**src/rtl/ifetch_mem_responder_if.sv**
```systemverilog
// Fetch-request / response / IMEM-port bundle for ifetch_mem_responder.
// slave = the responder itself, master = fetcher plus instruction memory.
interface ifetch_mem_responder_if #(
  parameter int PC_W = 25
);
  logic            req_valid_i;
  logic            req_ready_o;
  logic [PC_W-1:0] req_pc_i;
  logic            flush_i;
  logic            resp_valid_o;
  logic            resp_ready_i;
  logic [63:0]     resp_data_o;
  logic [PC_W-1:0] resp_pc_o;
  logic            mem_req_o;
  logic [PC_W-2:0] mem_addr_o;
  logic            mem_rvalid_i;
  logic [31:0]     mem_rdata_i;

  modport slave (
    input  req_valid_i, req_pc_i, flush_i, resp_ready_i, mem_rvalid_i, mem_rdata_i,
    output req_ready_o, resp_valid_o, resp_data_o, resp_pc_o, mem_req_o, mem_addr_o
  );

  modport master (
    output req_valid_i, req_pc_i, flush_i, resp_ready_i, mem_rvalid_i, mem_rdata_i,
    input  req_ready_o, resp_valid_o, resp_data_o, resp_pc_o, mem_req_o, mem_addr_o
  );
endinterface

```
**src/rtl/ifetch_mem_responder.sv**
```systemverilog
// Builds a 64-bit halfword-aligned fetch window from 2 or 3 sequential 32-bit IMEM reads.
// Optional IFETCH_WORD_REUSE_EN: reuse the last received word when it is the first word of the next window.
module ifetch_mem_responder #(
  parameter int PC_W    = 25,
  parameter int MEM_LAT = 1
) (
  input logic                  clk,
  input logic                  reset,
  ifetch_mem_responder_if.slave bus
);
  if (MEM_LAT < 1) begin : g_lat_chk
    $error("MEM_LAT must be at least 1");
  end

  typedef enum logic [2:0] {S_IDLE, S_ISSUE, S_WAIT, S_RESP, S_DRAIN} state_t;

  state_t          state_q, state_d;
  logic [PC_W-1:0] pc_q;
  logic [1:0]      k_q;
  logic [31:0]     w0_q, w1_q;
  logic [63:0]     data_q;
  logic [63:0]     window;
  logic [PC_W-2:0] word_addr;
  logic            accept, rd_done, last_word;

`ifdef IFETCH_WORD_REUSE_EN
  logic [31:0]     buf_q;
  logic [PC_W-2:0] tag_q;
  logic            tag_valid_q;
  logic            reuse_hit;
  assign reuse_hit = tag_valid_q && (tag_q == bus.req_pc_i[PC_W-1:1]);
`endif

  assign word_addr = pc_q[PC_W-1:1] + (PC_W-1)'(k_q);
  assign last_word = (k_q == (pc_q[0] ? 2'd2 : 2'd1));
  // Misaligned window drops the low half of w0 and keeps only the low half of w2.
  assign window    = pc_q[0] ? {bus.mem_rdata_i[15:0], w1_q, w0_q[31:16]}
                             : {bus.mem_rdata_i, w0_q};

  assign bus.resp_data_o = data_q;
  assign bus.resp_pc_o   = pc_q;

  always_ff @(posedge clk) begin
    if (reset) state_q <= S_IDLE;
    else       state_q <= state_d;
  end

  always_comb begin
    state_d          = state_q;
    accept           = 1'b0;
    rd_done          = 1'b0;
    bus.req_ready_o  = 1'b0;
    bus.resp_valid_o = 1'b0;
    bus.mem_req_o    = 1'b0;
    bus.mem_addr_o   = '0;
    case (state_q)
      S_IDLE: begin
        bus.req_ready_o = 1'b1;
        if (!bus.flush_i && bus.req_valid_i) begin
          accept  = 1'b1;
          state_d = S_ISSUE;
        end
      end
      S_ISSUE: begin
        bus.mem_req_o  = 1'b1;
        bus.mem_addr_o = word_addr;
        state_d        = bus.flush_i ? S_DRAIN : S_WAIT;
      end
      S_WAIT: begin
        // A flush coinciding with the returning word leaves nothing outstanding.
        if (bus.flush_i) begin
          state_d = bus.mem_rvalid_i ? S_IDLE : S_DRAIN;
        end else if (bus.mem_rvalid_i) begin
          rd_done = 1'b1;
          state_d = last_word ? S_RESP : S_ISSUE;
        end
      end
      S_RESP: begin
        bus.resp_valid_o = 1'b1;
        if (bus.flush_i || bus.resp_ready_i) state_d = S_IDLE;
      end
      S_DRAIN: begin
        if (bus.mem_rvalid_i) state_d = S_IDLE;
      end
      default: state_d = S_IDLE;
    endcase
  end

  always_ff @(posedge clk) begin
    if (reset) begin
      pc_q   <= '0;
      k_q    <= '0;
      w0_q   <= '0;
      w1_q   <= '0;
      data_q <= '0;
`ifdef IFETCH_WORD_REUSE_EN
      buf_q       <= '0;
      tag_q       <= '0;
      tag_valid_q <= 1'b0;
`endif
    end else begin
      if (accept) begin
        pc_q <= bus.req_pc_i;
        k_q  <= '0;
`ifdef IFETCH_WORD_REUSE_EN
        if (reuse_hit) begin
          w0_q <= buf_q;
          k_q  <= 2'd1;
        end
`endif
      end
      if (rd_done) begin
        if (k_q == 2'd0)      w0_q <= bus.mem_rdata_i;
        else if (k_q == 2'd1) w1_q <= bus.mem_rdata_i;
        k_q <= k_q + 2'd1;
        if (last_word) data_q <= window;
`ifdef IFETCH_WORD_REUSE_EN
        buf_q       <= bus.mem_rdata_i;
        tag_q       <= word_addr;
        tag_valid_q <= 1'b1;
`endif
      end
`ifdef IFETCH_WORD_REUSE_EN
      if (bus.flush_i) tag_valid_q <= 1'b0;
`endif
    end
  end
endmodule

```
**src/flat_wrapper.sv**
```systemverilog
// flat-port wrapper written by rule: the top's interface ports become plain ports
module ifetch_mem_responder_flat 
#(
  parameter int PC_W    = 25,
  parameter int MEM_LAT = 1
)
  (clk, reset, bus_req_valid_i, bus_req_pc_i, bus_flush_i, bus_resp_ready_i, bus_mem_rvalid_i, bus_mem_rdata_i, bus_req_ready_o, bus_resp_valid_o, bus_resp_data_o, bus_resp_pc_o, bus_mem_req_o, bus_mem_addr_o);
  ifetch_mem_responder_if #(.PC_W(PC_W)) bus_i ();
  input logic clk;
  input logic reset;
  input wire logic [$bits(bus_i.req_valid_i)-1:0] bus_req_valid_i;
  input wire logic [$bits(bus_i.req_pc_i)-1:0] bus_req_pc_i;
  input wire logic [$bits(bus_i.flush_i)-1:0] bus_flush_i;
  input wire logic [$bits(bus_i.resp_ready_i)-1:0] bus_resp_ready_i;
  input wire logic [$bits(bus_i.mem_rvalid_i)-1:0] bus_mem_rvalid_i;
  input wire logic [$bits(bus_i.mem_rdata_i)-1:0] bus_mem_rdata_i;
  output wire logic [$bits(bus_i.req_ready_o)-1:0] bus_req_ready_o;
  output wire logic [$bits(bus_i.resp_valid_o)-1:0] bus_resp_valid_o;
  output wire logic [$bits(bus_i.resp_data_o)-1:0] bus_resp_data_o;
  output wire logic [$bits(bus_i.resp_pc_o)-1:0] bus_resp_pc_o;
  output wire logic [$bits(bus_i.mem_req_o)-1:0] bus_mem_req_o;
  output wire logic [$bits(bus_i.mem_addr_o)-1:0] bus_mem_addr_o;
  assign bus_i.req_valid_i = bus_req_valid_i;
  assign bus_i.req_pc_i = bus_req_pc_i;
  assign bus_i.flush_i = bus_flush_i;
  assign bus_i.resp_ready_i = bus_resp_ready_i;
  assign bus_i.mem_rvalid_i = bus_mem_rvalid_i;
  assign bus_i.mem_rdata_i = bus_mem_rdata_i;
  assign bus_req_ready_o = bus_i.req_ready_o;
  assign bus_resp_valid_o = bus_i.resp_valid_o;
  assign bus_resp_data_o = bus_i.resp_data_o;
  assign bus_resp_pc_o = bus_i.resp_pc_o;
  assign bus_mem_req_o = bus_i.mem_req_o;
  assign bus_mem_addr_o = bus_i.mem_addr_o;
  ifetch_mem_responder #(.PC_W(PC_W), .MEM_LAT(MEM_LAT)) u_core (.clk(clk), .reset(reset), .bus(bus_i));
endmodule
```
**config.mk**
```make
export PLATFORM = sky130hd
export DESIGN_NAME = ifetch_mem_responder_flat
export DESIGN_NICKNAME = d
export VERILOG_FILES = /design/src/rtl/ifetch_mem_responder_if.sv /design/src/rtl/ifetch_mem_responder.sv /design/src/flat_wrapper.sv
export SDC_FILE = /design/constraint.sdc
export NUM_CORES = 1
export LEC_CHECK = 0
export ABC_AREA = 1
export ABC_CLOCK_PERIOD_IN_PS = 1700
export CORE_MARGIN = 1
export CORE_UTILIZATION = 35
export CTS_CLUSTER_DIAMETER = 120
export DETAILED_ROUTE_END_ITERATION = 7
export HOLD_SLACK_MARGIN = 0.12
export PLACE_DENSITY = 0.67
export SYNTH_ARGS = -nofsm -noshare
export SYNTH_HDL_FRONTEND = slang
export SYNTH_SLANG_ARGS = --single-unit
```
**constraint.sdc**
```tcl
create_clock -name clk -period 1.7 [get_ports clk]
set_input_delay 0.17 -clock clk [delete_from_list [all_inputs] [get_ports clk]]
set_output_delay 0.17 -clock clk [all_outputs]
set_load 0.1 [all_outputs]
```
Word level (Yosys, flattened, before mapping). Cells that the tools add are included.

Output and inout bits: 116. Flip-flop bits (word level): 158. Logic and storage cells: 51. Bits of input ports: 63.

Bitwise operators: 1. $add $sub $neg: 2. Mux-type cells: 22. Equal/unequal tests: 10. Reductions and logical operators: 10.

Operator list (number): 64-bit two-way mux (1); 24-bit by 2-bit adder with 24-bit output (1); 24-bit two-way mux (1); 3-bit two-way mux (7); 3-bit one-hot mux with 5 select lines (1); 1-bit two-way mux (8); 2-bit two-way mux (4); 3-bit by 2-bit equality test with 1-bit output, second input constant (2); 2-bit by 1-bit != test with 1-bit output, second input constant (2); 2-bit AND reduction (2); 4-bit AND reduction (1); 3-bit by 1-bit equality test with 1-bit output, second input constant (1); 3-bit equality test, second input constant (1); 3-bit zero test (1); 3-bit != test, second input constant (1); 3-bit AND reduction (1); 2-bit by 1-bit adder with 2-bit output, second input constant (1); 2-bit by 1-bit equality test with 1-bit output, second input constant (1); 2-bit equality test (1); 2-bit zero test (1); 2-bit != test, second input constant (1); 2-bit nonzero test (1); 1-bit logical AND (1); 1-bit zero test (1); 2 further kinds (2).

Depth between registers and ports, before layout.
Depth after elaboration: 6. Mapped depth: 10. Gate-level depth less buffers: 9.

Worst setup path before layout. No wires, ideal clock.

Kind: register -> output. From: register u_core.pc_q[1], in the netlist u_core.bus.resp_pc_o[1]. To: output port bus_mem_addr_o[6]. Buffers on the path: 0. Data required time: 1.530 ns. Slack: -2.597 ns. Arrival time: 4.127 ns. Cell stages (with the launch flop): 7. Cells stage by stage: dfxtp_1 ha_1 fa_1 nand2_1 nor2_1 nor2_1 a211oi_1.

Longest elaborated chain between the ends: 2.

RTL lines: start: declaration (RTL line ifetch_mem_responder.sv:18) `logic [PC_W-1:0] pc_q;`; start signal: assignment (RTL line ifetch_mem_responder.sv:103) `pc_q <= bus.req_pc_i;`; 24-bit by 2-bit adder with 24-bit output (RTL line ifetch_mem_responder.sv:34) `assign word_addr = pc_q[PC_W-1:1] + (PC_W-1)'(k_q);`; 24-bit two-way mux (RTL line ifetch_mem_responder.sv:56) `case (state_q)`; end: declaration (RTL line flat_wrapper.sv:22) `output wire logic [$bits(bus_i.mem_addr_o)-1:0] bus_mem_addr_o;`.

No other way between the ends.

Final worst setup path.
From: register u_core.pc_q[1], in the netlist u_core.bus.resp_pc_o[1]. To: output port bus_mem_addr_o[22].

Same word-level chain as after synthesis.

==> metrics <==
status finished with violations; failing checks setup timing; largest net degree at the start of global routing 69; initial antenna violation count 2; Seq/Total Area, Yosys 43.2%; Layout Cell Area excl Fill 0.0122 mm²; H-tree Lvls 4; row count 52; Synth Cell Area 0.00732 mm²; reg2reg path depth 12; core area 0.0204 mm²; crit path to bus_mem_addr_o[22]; WS Path Type reg2out; hold crit path type in2reg; GRT Overall Usage 23.5%; Fmax 0.435 GHz; die height 147 µm; clock-pin slew on the worst setup and hold paths 0.07 ns; total CTS buffers 17; Most used DFF post-synth dfxtp_1; Pwr per Cell Area 841 mW/mm²; EDFF count, synth 0; actual slew at the worst max-slew pin 0.653 ns; # port buffers 178; Final Total Pwr 10.3 mW; pre-CTS setup slack -0.205 ns; Critical Path Start Type register; syn nets 1100; slowest library cell on the worst path fa_2; violation count after the first detailed-route iteration 587; vias post-DR 7705; HPWL after DPL 17000 µm; Async S/R FF share, synth 0%; root cell of the clock tree clkbuf_16; ANT nets after route 0; Net count, final 1309; Gate Count Post-Synth 1032; Routability Congestion 0.891; Leak 4.56 nW; global-route wire length before repair 39800 µm; Synth area leader dfxtp_1; share of the synthesized area in the top cell type 43.2%; first drt pass iteration count 5; RSZ-0062 raised after global routing yes; GRT overflow 0; initial core utilization 36.0%; Worst Setup End Kind primary output; reg2reg end u_core.bus.resp_data_o[41]$_SDFFE_PP0P_; CTS tree done; Bufs on Longest Clock Path 2; clk_skew 0.0133 ns; DR DRC count 0; Hold Violations, Final 0; Die Footprint 0.0215 mm²; #FFs+latches synth 158; WP data required 1.53 ns; Routed wire per std cell 16.5 µm; max-cap violations 0; Final Max Tran Viols 0; Critical Path, Cell by Cell ha_4 -> fa_2 -> nand2_4 -> nor2_4 -> nand3_2 -> buf_6 -> nor3_4 -> buf_4 -> nor2_4 -> buf_12; slowest cell delay on critical path 0.37 ns; clk_lat worst skew 0.43 ns; VDD IR max 0.000726 V; Area Overhead vs Synth 66.6%; Final Cycle Share 135%; Setup Viol. Count Final 28; reg2reg start u_core.k_q[1]$_SDFFE_PP0P_; largest cells by area after synthesis dfxtp_1 43%, nand2_1 13%, nor2_1 9.0%; PnR worst setup slack -0.600 ns; Die Width 147 µm; synthesized area per cell 7.10 µm²; Worst path most repeated cell nor2_4; IO Count 179; number of distinct library cells after synthesis 28; # placed instances 1475; fin cells 1526; Placed Area 0.0110 mm²; Crit. Startpoint u_core.bus.resp_pc_o[1]$_SDFFE_PP0P_; worst-path fanout max 4; commonest non-fill, non-tap cell in the layout nand2_1; worst path arrival time 2.13 ns; layout cell share with drive strength beyond 1 32.5%; reg-to-reg slack, setup -0.02 ns; WHS 0.223 ns; vias in the first global route 7408; drt total wl 25200 µm; DR vias/cell 5.05; max_slew headroom 56.5%; most frequent cells in the layout 226 x nand2_1, 151 x nor2_1, 130 x dfxtp_1, 106 x buf_12, 82 x a21oi_1; Synth warnings 0; Period minus WS final 2.30 ns; Sink Count 158
state kept, by name, summed over array words and instances (netlist names):
signal,flops
u_core.bus.resp_data_o,64
u_core.k_q,2
u_core.w0_q,32
u_core.w1_q,32
u_core.bus.resp_pc_o,25
u_core.state_q,3
worst min path at each step:
stage | cells after the start | end | slack [ns] | from
after floorplan | 2 | u_core.bus.resp_pc_o[1]$_SDFFE_PP0P_ | 0.31 | bus_req_pc_i[1]
after global placement | 2 | u_core.w0_q[1]$_SDFFE_PP0P_ | 0.44 | u_core.w0_q[1]$_SDFFE_PP0P_
after detailed placement | 2 | u_core.w0_q[3]$_SDFFE_PP0P_ | 0.45 | u_core.w0_q[3]$_SDFFE_PP0P_
after CTS | 5 | u_core.bus.resp_data_o[38]$_SDFFE_PP0P_ | 0.23 | reset
after global routing | 5 | u_core.bus.resp_data_o[34]$_SDFFE_PP0P_ | 0.24 | reset
final | 5 | u_core.bus.resp_data_o[34]$_SDFFE_PP0P_ | 0.22 | reset
through the flow:
stage / TNS (ns) / utilization [%]
floorplan: -7.86 / -
global placement: -1.92 / 54.2
detailed placement: -3.88 / 54.2
CTS: -11.89 / 59.0
global route: -13.72 / 59.9
finish: -11.06 / 59.9
layer usage:
layer | global-route usage (%) | wire, µm | vias up | share of wire (%)
li1 | - | - | 3752 | -
met2 | 39.5 | 12100 | 333 | 48
met1 | 28.9 | 10200 | 3567 | 41
met3 | 5.97 | 2040 | 53 | 8.1
met4 | 8.59 | 829 | 0 | 3.3
met5 | 0 | 0 | - | 0
repair_timing:
item	in CTS	in global routing
hold buffers	0	0
cloned	6	2
endpoints found under the setup margin	86	89
pin swaps	14	13
buffers inserted	8	8
gates resized for setup	49	57
synth_stat cells, types with 6 or more instances:
cell type	instances
nand2_1	261
nor2_1	176
dfxtp_1	158
a21oi_1	93
nand3_1	78
o21ai_0	58
mux2i_1	46
nor2_2	41
buf_2	30
inv_1	30
clkbuf_1	24
inv_2	6
layout make-up:
class,instances,area (µm²)
diodes,2,5.00
fillers,1757,8160
clock buffers,20,468
repair buffers,254,3550
clock inverters,12,124
inverters,38,158
flip-flops and latches,158,3240
well taps,270,338
multi-input cells,772,4320
worst max-delay path: cells and delay by family (launching register included):
kind                     cells  cell delay [ns]
adder cells (fa/ha/maj)      2             0.53
buffers and inverters        3             0.43
AND/OR/NAND/NOR              5             0.39
flip-flops                   1             0.35
power by group:
| group | switching (mW) | internal, mW |
|---|---|---|
| Clock | 1.69 | 2.18 |
| Combinational | 1.55 | 0.845 |
| Sequential | 0.159 | 3.83 |
| Total | 3.40 | 6.86 |
kinds of logic (layout without fill, tap and decap cells):
kind of cell | after synthesis | in the layout | share of synthesized area, %
AND/OR/NAND/NOR | 568 | 568 | 32.4
XOR/XNOR | 1 | 1 | 0.120
adder cells (fa/ha/maj) | 5 | 5 | 0.957
buffers and inverters | 102 | 324 | 6.61
AO/OA/AOI/OAI | 152 | 152 | 10.4
multiplexers | 46 | 46 | 6.29
other | 0 | 2 | 0
flip-flops | 158 | 158 | 43.2
Power figures use the tool's default switching activity.
